`src/rtl/call_stack_ctrl.sv`:
```
// Hardware call/return stack controller: pushes return PCs on call/irq and pops them on return.
// Optional overflow/underflow trapping is compiled in with `define STACK_FAULT_EN.
module call_stack_ctrl #(
  parameter int unsigned addr_width = 4,
  parameter int unsigned data_width = 8
) (
  input  logic                  clk,
  input  logic                  rst,
  input  logic                  call,
  input  logic                  rtrn,
  input  logic                  irq,
  input  logic [data_width-1:0] i_PC,
  input  logic [data_width-1:0] irq_vec,
  input  logic [data_width-1:0] ram_dout,
  output logic [addr_width-1:0] ram_addr,
  output logic [data_width-1:0] ram_din,
  output logic                  ram_we,
  output logic                  pc_load,
  output logic [data_width-1:0] pc_target,
  output logic                  done,
  output logic                  busy,
  output logic [addr_width:0]   sp,
  output logic                  full,
  output logic                  empty,
  output logic                  fault
);

  localparam int unsigned   DEPTH  = 1 << addr_width;
  localparam logic [addr_width:0] SP_MAX = (addr_width + 1)'(DEPTH);

`ifdef STACK_FAULT_EN
  typedef enum logic [1:0] {S_IDLE = 2'd0, S_PUSH = 2'd1, S_POP = 2'd2, S_FAULT = 2'd3} state_t;
`else
  typedef enum logic [1:0] {S_IDLE = 2'd0, S_PUSH = 2'd1, S_POP = 2'd2} state_t;
`endif

  state_t                r_state;
  logic [addr_width:0]   r_sp;
  logic [addr_width-1:0] r_ram_addr;
  logic [data_width-1:0] r_ram_din;
  logic [data_width-1:0] r_pc_target;
  logic                  r_ram_we;
  logic                  r_pc_load;
  logic                  r_done;
`ifdef STACK_FAULT_EN
  logic                  r_fault;
`endif

  logic                  w_idle;
  logic                  w_full;
  logic                  w_empty;
  logic                  w_take_push;
  logic                  w_take_rtrn;
  logic                  w_pop_ok;
  logic [addr_width-1:0] w_push_addr;
  logic [addr_width-1:0] w_pop_addr;
  logic [data_width-1:0] w_push_data;

  // Request arbitration (irq > call > rtrn) and stack address arithmetic.
  always_comb begin
    w_idle      = (r_state == S_IDLE);
    w_full      = (r_sp == SP_MAX);
    w_empty     = (r_sp == '0);
    w_take_push = w_idle & (irq | call);
    w_take_rtrn = w_idle & ~irq & ~call & rtrn;
`ifdef STACK_FAULT_EN
    w_pop_ok    = ~w_empty;
`else
    w_pop_ok    = 1'b1;
`endif
    w_push_addr = r_sp[addr_width-1:0];
    w_pop_addr  = r_sp[addr_width-1:0] - addr_width'(1);
    w_push_data = irq ? i_PC : data_width'(i_PC + data_width'(1));
  end

  // The pop address is presented in the accept cycle so RAM data lands in the POP cycle.
  assign ram_addr  = (w_take_rtrn & w_pop_ok) ? w_pop_addr : r_ram_addr;
  assign ram_din   = r_ram_din;
  assign ram_we    = r_ram_we  & ~rst;
  assign pc_load   = r_pc_load & ~rst;
  assign done      = r_done    & ~rst;
  assign busy      = (r_state != S_IDLE) & ~rst;
  assign pc_target = (r_state == S_POP) ? ram_dout : r_pc_target;
  assign sp        = r_sp;
  assign full      = w_full;
  assign empty     = w_empty;
`ifdef STACK_FAULT_EN
  assign fault     = r_fault;
`else
  assign fault     = 1'b0;
`endif

  always_ff @(posedge clk) begin
    if (rst) begin
      r_state     <= S_IDLE;
      r_sp        <= '0;
      r_ram_addr  <= '0;
      r_ram_din   <= '0;
      r_pc_target <= '0;
      r_ram_we    <= 1'b0;
      r_pc_load   <= 1'b0;
      r_done      <= 1'b0;
`ifdef STACK_FAULT_EN
      r_fault     <= 1'b0;
`endif
    end else begin
      r_ram_we  <= 1'b0;
      r_pc_load <= 1'b0;
      r_done    <= 1'b0;
      case (r_state)
        S_IDLE: begin
`ifdef STACK_FAULT_EN
          if ((w_take_push & w_full) | (w_take_rtrn & w_empty)) begin
            r_state <= S_FAULT;
            r_fault <= 1'b1;
          end else
`endif
          if (w_take_push) begin
            r_state    <= S_PUSH;
            r_ram_addr <= w_push_addr;
            r_ram_din  <= w_push_data;
            r_ram_we   <= 1'b1;
            r_done     <= 1'b1;
            r_pc_load  <= irq;
            if (irq) begin
              r_pc_target <= irq_vec;
            end
            // Overflow without trapping overwrites entry 0 and leaves sp saturated.
            if (!w_full) begin
              r_sp <= r_sp + (addr_width + 1)'(1);
            end
          end else if (w_take_rtrn) begin
            r_state    <= S_POP;
            r_ram_addr <= w_pop_addr;
            r_pc_load  <= 1'b1;
            r_done     <= 1'b1;
            if (!w_empty) begin
              r_sp <= r_sp - (addr_width + 1)'(1);
            end
          end
        end
        S_PUSH: r_state <= S_IDLE;
        S_POP: begin
          r_pc_target <= ram_dout;
          r_state     <= S_IDLE;
        end
`ifdef STACK_FAULT_EN
        S_FAULT: r_state <= S_FAULT;
`endif
        default: r_state <= S_IDLE;
      endcase
    end
  end

endmodule

```
`config.mk`:
```
export PLATFORM = sky130hd
export DESIGN_NAME = call_stack_ctrl
export DESIGN_NICKNAME = d
export VERILOG_FILES = /design/src/rtl/call_stack_ctrl.sv
export SDC_FILE = /design/constraint.sdc
export NUM_CORES = 1
export LEC_CHECK = 0
export CORE_MARGIN = 5
export CORE_UTILIZATION = 27
export DETAILED_ROUTE_END_ITERATION = 7
export SYNTH_ARGS = -nofsm -noshare
export SYNTH_HDL_FRONTEND = slang
export SYNTH_SLANG_ARGS = --single-unit
export TNS_END_PERCENT = 1
```
`constraint.sdc`:
```
create_clock -name clk -period 2.8 [get_ports clk]
set_input_delay 0.28 -clock clk [delete_from_list [all_inputs] [get_ports clk]]
set_output_delay 0.28 -clock clk [all_outputs]
set_load 0.01 [all_outputs]
```
==> results of run 1 <==
==> sequential cells by signal, summed over array words and instances (netlist names) <==
| name | cells |
|---|---|
| r_pc_target | 8 |
| ram_din | 8 |
| sp | 5 |
| r_ram_addr | 4 |
| r_state | 2 |
| r_done | 1 |
| r_pc_load | 1 |
| r_ram_we | 1 |
==> through the flow <==
stage / power (mW) / hold WS (ps)
2_1_floorplan: 0.847 / 415
3_3_place_gp: 1.11 / 472
3_5_place_dp: 1.10 / 470
4_1_cts: 1.45 / 484
5_1_grt: 1.53 / 493
6_report: 1.42 / 476
==> cell families (layout without fill, tap and decap cells) <==
kind of cell	count (synthesis)	count (layout)
compound gates	48	48
xor+xnor	10	10
fa+ha+maj	5	5
buf+inv	24	82
flops	30	30
mux	3	3
other cells	1	1
simple gates	113	113
==> layout make-up <==
type | count | area, um^2
Inverter | 7 | 26.3
Fill cell | 666 | 3810
Clock buffer | 5 | 68.8
Sequential cell | 30 | 601
Clock inverter | 2 | 10.0
Multi-Input combinational cell | 180 | 1050
Tap cell | 77 | 96.3
Timing Repair Buffer | 68 | 658
==> cell usage in the layout, fill, tap and decap left out, drive strengths merged, types with 2 or more instances in the layout <==
| master | instances |
|---|---|
| clkdlybuf4s50 | 59 |
| nand2 | 43 |
| nor2 | 35 |
| dfxtp | 30 |
| a21oi | 9 |
| buf | 9 |
| a311oi | 8 |
| a211oi | 8 |
| inv | 7 |
| nor3 | 7 |
| o21ai | 7 |
| xor2 | 6 |
| nor2b | 6 |
| ha | 5 |
| clkbuf | 5 |
| xnor2 | 4 |
| a31oi | 4 |
| nand4 | 4 |
| or3 | 4 |
| nand3 | 3 |
| o22ai | 3 |
| a221oi | 2 |
| clkinv | 2 |
| or2 | 2 |
| a22oi | 2 |
| mux2 | 2 |
==> where the power goes <==
| group | total [mW] | leakage [nW] | switching [mW] | internal (mW) |
|---|---|---|---|---|
| clock network | 0.326 | 0.0438 | 0.160 | 0.166 |
| logic | 0.551 | 0.711 | 0.255 | 0.297 |
| registers | 0.543 | 0.249 | 0.0607 | 0.482 |
==> final timing paths <==
check	cells after the start	end	startpoint	slack, ps
max reg2reg	8	sp[4]$_SDFFE_PP0P_	r_state[0]$_SDFFE_PP0P_	380
min	2	ram_din[0]$_SDFFE_PP0P_	ram_din[0]$_SDFFE_PP0P_	480
min reg2reg	2	ram_din[0]$_SDFFE_PP0P_	ram_din[0]$_SDFFE_PP0P_	480
max	6	ram_addr[0]	irq	280
==> per-layer routing <==
layer	global-route usage (%)	up-vias
met3	4.17	4
met1	14.8	784
met4	3.85	0
met5	0	-
li1	-	928
met2	20.4	62
==> critical path, delay by kind of cell <==
kind	cells	cell delay [ps]
buf+inv	2	1050
simple gates	4	910
==> qor.yml, run 1 <==
status: "finished clean"
cts_setup_buffers: 0
synthMostInstantiatedCell: "nand2_1"
dp_slack_ps: 260
detailed_place_hpwl_um: 3620
synth_compound_area_share_pct: 19.1
worstPathCellList: "clkdlybuf4s50_1 > or3b_4 > nor2_1 > nand2_1 > nand2_1 > clkdlybuf4s50_1"
ys_top_cells_by_area: "dfxtp_1 (34%), nand2_1 (9.2%), nor2_1 (7.3%), a311oi_1 (4.0%), ha_1 (3.6%)"
cellLeakagePower_nw: 1.00
final_cell_count_no_fill: 369
synthSimpleGateAreaFrac_pct: 30.1
yosys_most_used_dff: "dfxtp_1"
cellPowerDensity_nw_per_um2: 567
core_um2: 6310
clock_latency_ps: 280
io_buffers: 59
max_freq_ghz: 0.397
setup_viol: 0
final_hold_viol_count: 0
slew_viol_final: 0
wl_met1_um: 2200
drive_gt1_share_pct: 7.88
fin_area_um2: 2510
fin_util_pct: 39.7
yosysUniqueCellTypes: 46
synth_top_area_share_pct: 34.4
die_area_um2: 8180
wirelength_um: 4960
vias_per_cell: 4.82
dr.pass1.iters: 4
hold_path_class: "reg2reg"
first_global_vias: 1811
cp.arrival_ps: 2240
placedCellCount: 362
fin_crit_ps: 2520
grt_pass1_wl_um: 8420
crit_type: "in2out"
tightestPinTransition_ps: 564
cp.required_ps: 2520
die_w_um: 90.4
cts_buffer_depth: 2
ioPinCount: 61
synthMuxAreaShare_pct: 1.86
initial_core_util_pct: 27.7
drt-initial-drc-count: 68
critPathMaxStageDelay_ps: 540
hold_buffers: 0
ys_top_cells_by_count: "nand2_1 (43), nor2_1 (34), dfxtp_1 (30), clkbuf_1 (13), a21oi_1 (9)"
cts_buffers: 5
synth-xor-area-share_pct: 5.01
yosysSeqAreaShare_pct: 34.4
antenna_found_initial: 0
drc: 0
gp_congestion: 0.815
rsz0062_at_grt: "no"
diodes: 0
die_h_um: 90.4
start_kind: "input port"
syn_area_um2: 1750
ys_async_sr_fraction_pct: 0
syn_nets: 268
dr.max_layer_used: "met4"
row_count: 29
h-tree-depth: 2
cts_tree: "built"
layout.nets: 326
crit_slowest_cell: "clkdlybuf4s50_1"
setup_slack_ps: 282
synth_top_family_by_area: "simple AND/OR/NAND/NOR gates"
vias: 1778
synth_edf_count: 0
wl_met3_um: 395
max_slew_margin_pct: 62.4
grt_use_total_pct: 12.2
ant_nets: 0
cp_max_fo: 5
tns_ps: 0
avgSynthCellArea_um2: 7.46
crit_path_end_kind: "output pin"
syn_to_final_growth_pct: 43.5
grt-ovfl-total: 0
met2_length_um: 2330
cts_resized: 0
synth_top_area_cell: "dfxtp_1"
grt_max_degree: 34
ys_seq_elements: 30
cap_violations: 0
ir_drop_mv: 0.302
cts_root_buffer: "clkbuf_8"
synthAdderAreaFrac_pct: 3.58
ys_warn_count: 0
wl_per_cell_um: 13.4
final.period_utilization_pct: 89.9
cts.sinks: 30
syn_inst: 234
clk_pin_slew_ps: 70
place_area_um2: 2430
finClkSkew_ps: 7.88
Note: power is estimated with default switching activity, not from simulation.
==> run 2: changes to the inputs <==
Settings changed: CORE_ASPECT_RATIO from default to 1.5, CTS_CLUSTER_DIAMETER from default to 40.
Clock period 2.8 ns to 3.15 ns, I/O delays scaled along.
==> run 2 against run 1 <==
Final area up 2.5%. Worst setup slack improved by 240 ps. Flip-flop and latch count unchanged. Largest power group is now the clock network. Sequential share of layout area fell by 0.58 points. Core utilization rose by 0.47 points. Register-to-register slack improved by 390 ps.
==> qor.yml, run 2 (same netlist as run 1, synthesis figures left out) <==
status: "finished clean"  # unchanged
critPathMaxStageDelay_ps: 530  # was 540 ps
fillers: 683  # was 666
start_kind: "input port"  # unchanged
gp_congestion: 0.881  # was 0.815
row_count: 36  # was 29
cts_tree: "built"  # unchanged
core_um2: 6400  # was 6310 um^2
cellPowerDensity_nw_per_um2: 569  # was 567 nW/um^2
vias: 1808  # was 1778
reg2reg_setup_slack_ps: 770  # was 380 ps
die_area_um2: 8210  # was 8180 um^2
placedCellCount: 361  # was 362
drive_gt1_share_pct: 8.19  # was 7.88%
cts_root_buffer: "clkbuf_8"  # unchanged
syn_to_final_growth_pct: 47.1  # was 43.5%
max_freq_ghz: 0.381
crit_path_end_kind: "output pin"  # unchanged
setup_slack_ps: 524  # was 282 ps
first_global_vias: 1691  # was 1811
cap_violations: 0  # unchanged
grt-ovfl-total: 0  # unchanged
cts_buffers: 5  # unchanged
cp.required_ps: 2830  # was 2520 ps
setup_viol: 0  # unchanged
clock_latency_ps: 290  # was 280 ps
cellLeakagePower_nw: 1.03  # was 1.00 nW
crit_slowest_cell: "clkdlybuf4s50_1"  # unchanged
tns_ps: 0  # unchanged
multiInputGateArea_um2: 1050  # unchanged
finClkSkew_ps: 6.44  # was 7.88 ps
diodes: 0  # unchanged
detailed_place_hpwl_um: 3830  # was 3620 um
final_cell_mix: "clkdlybuf4s50_1 (59), nand2_1 (43), nor2_1 (34), dfxtp_1 (30)"  # unchanged
cts_setup_buffers: 0  # unchanged
grt_use_total_pct: 12.5  # was 12.2%
die_w_um: 75.7  # was 90.4 um
hold_buffers: 0  # unchanged
final.period_utilization_pct: 83.3
final_common_cell: "clkdlybuf4s50_1"  # unchanged
slew_viol_final: 0  # unchanged
antenna_found_initial: 0  # unchanged
clk_pin_slew_ps: 70  # about the same
fin_crit_ps: 2630
worstPathCellList: "clkdlybuf4s50_1 > buf_4 > or3b_4 > nor2_1 > nand2_1 > nand2_1 > clkdlybuf4s50_1"  # was clkdlybuf4s50_1 > or3b_4 > nor2_1 > nand2_1 > nand2_1 > clkdlybuf4s50_1
final_cell_count_no_fill: 369  # unchanged
grt_max_degree: 17  # was 34
cp_max_fo: 8  # was 5
dr.pass1.iters: 4  # unchanged
wl_per_cell_um: 13.8  # was 13.4 um
crit_type: "in2out"  # unchanged
ioPinCount: 61  # unchanged
finalPower_mw: 1.46  # was 1.42 mW
dp_slack_ps: 414  # was 260 ps
wirelength_um: 5110  # was 4960 um
place_area_um2: 2430  # about the same
final_hold_viol_count: 0  # unchanged
ir_drop_mv: 0.232  # was 0.302 mV
layout.nets: 326  # unchanged
ant_nets: 0  # unchanged
rsz0062_at_grt: "no"  # unchanged
cts_buffer_depth: 2  # unchanged
max_slew_margin_pct: 57.5  # was 62.4%
hold_path_class: "reg2reg"  # unchanged
h-tree-depth: 2  # unchanged
regArea_um2: 601  # unchanged
cp.arrival_ps: 2310  # was 2240 ps
drt-initial-drc-count: 34  # was 68
cts.sinks: 30  # unchanged
drc: 0  # unchanged
grt_pass1_wl_um: 7930  # was 8420 um
cts_resized: 0  # unchanged
initial_core_util_pct: 27.3  # was 27.7%
vias_per_cell: 4.90  # was 4.82
die_h_um: 109  # was 90.4 um
fin_area_um2: 2570  # was 2510 um^2
tightestPinTransition_ps: 635  # was 564 ps
io_buffers: 59  # unchanged
## run 2: changes by cell type in the layout (fill, tap and decap cells not counted), sizes merged
| cell | change |
|---|---|
| bufinv | +2 |
| clkbuf | +1 |
| clkinv | -2 |
## run 2: worst paths after layout
kind                                         startpoint                       to  depth (start not counted)
worst max-delay path                                irq              ram_addr[0]                          7
worst min-delay path            ram_din[0]$_SDFFE_PP0P_  ram_din[0]$_SDFFE_PP0P_                          2
worst max register to register  r_state[1]$_SDFFE_PP0P_       sp[4]$_SDFFE_PP0P_                          9
worst min register to register  ram_din[0]$_SDFFE_PP0P_  ram_din[0]$_SDFFE_PP0P_                          2
## run 2: metrics by stage
step | util (%) | hold WS (ps)
CTS | 40.2 | 474
global route | 40.2 | 506
global placement | 37.9 | 461
floorplan | - | 442
finish | 40.2 | 470
detailed placement | 37.9 | 458
## run 2: area by class of cell
cell class                      instances  share of cell area (%)
Multi-Input combinational cell        180                    40.7
Timing Repair Buffer                   68                    25.6
Sequential cell                        30                    23.4
Tap cell                               76                    3.70
Clock buffer                            6                    3.21
Clock inverter                          2                    2.34
Inverter                                7                    1.02
## run 2: power by group
group	switching (mW)	leakage, nW	internal (mW)
registers	0.0569	0.249	0.428
clock network	0.157	0.0714	0.337
logic	0.224	0.712	0.257
total	0.438	1.03	1.02
## run 2: worst max-delay path: cells and delay by family
kind,cells,cell delay [ps]
buffers and inverters,3,1160
AND/OR/NAND/NOR,4,830
## run 2: metal layers
layer / track usage, % / part of all wire [%] / vias to the layer above
li1: - / - / 930
met1: 14.9 / 41 / 815
met2: 20.9 / 50 / 53
met3: 2.42 / 5.8 / 10
met4: 6.38 / 2.9 / 0
met5: 0 / 0 / -
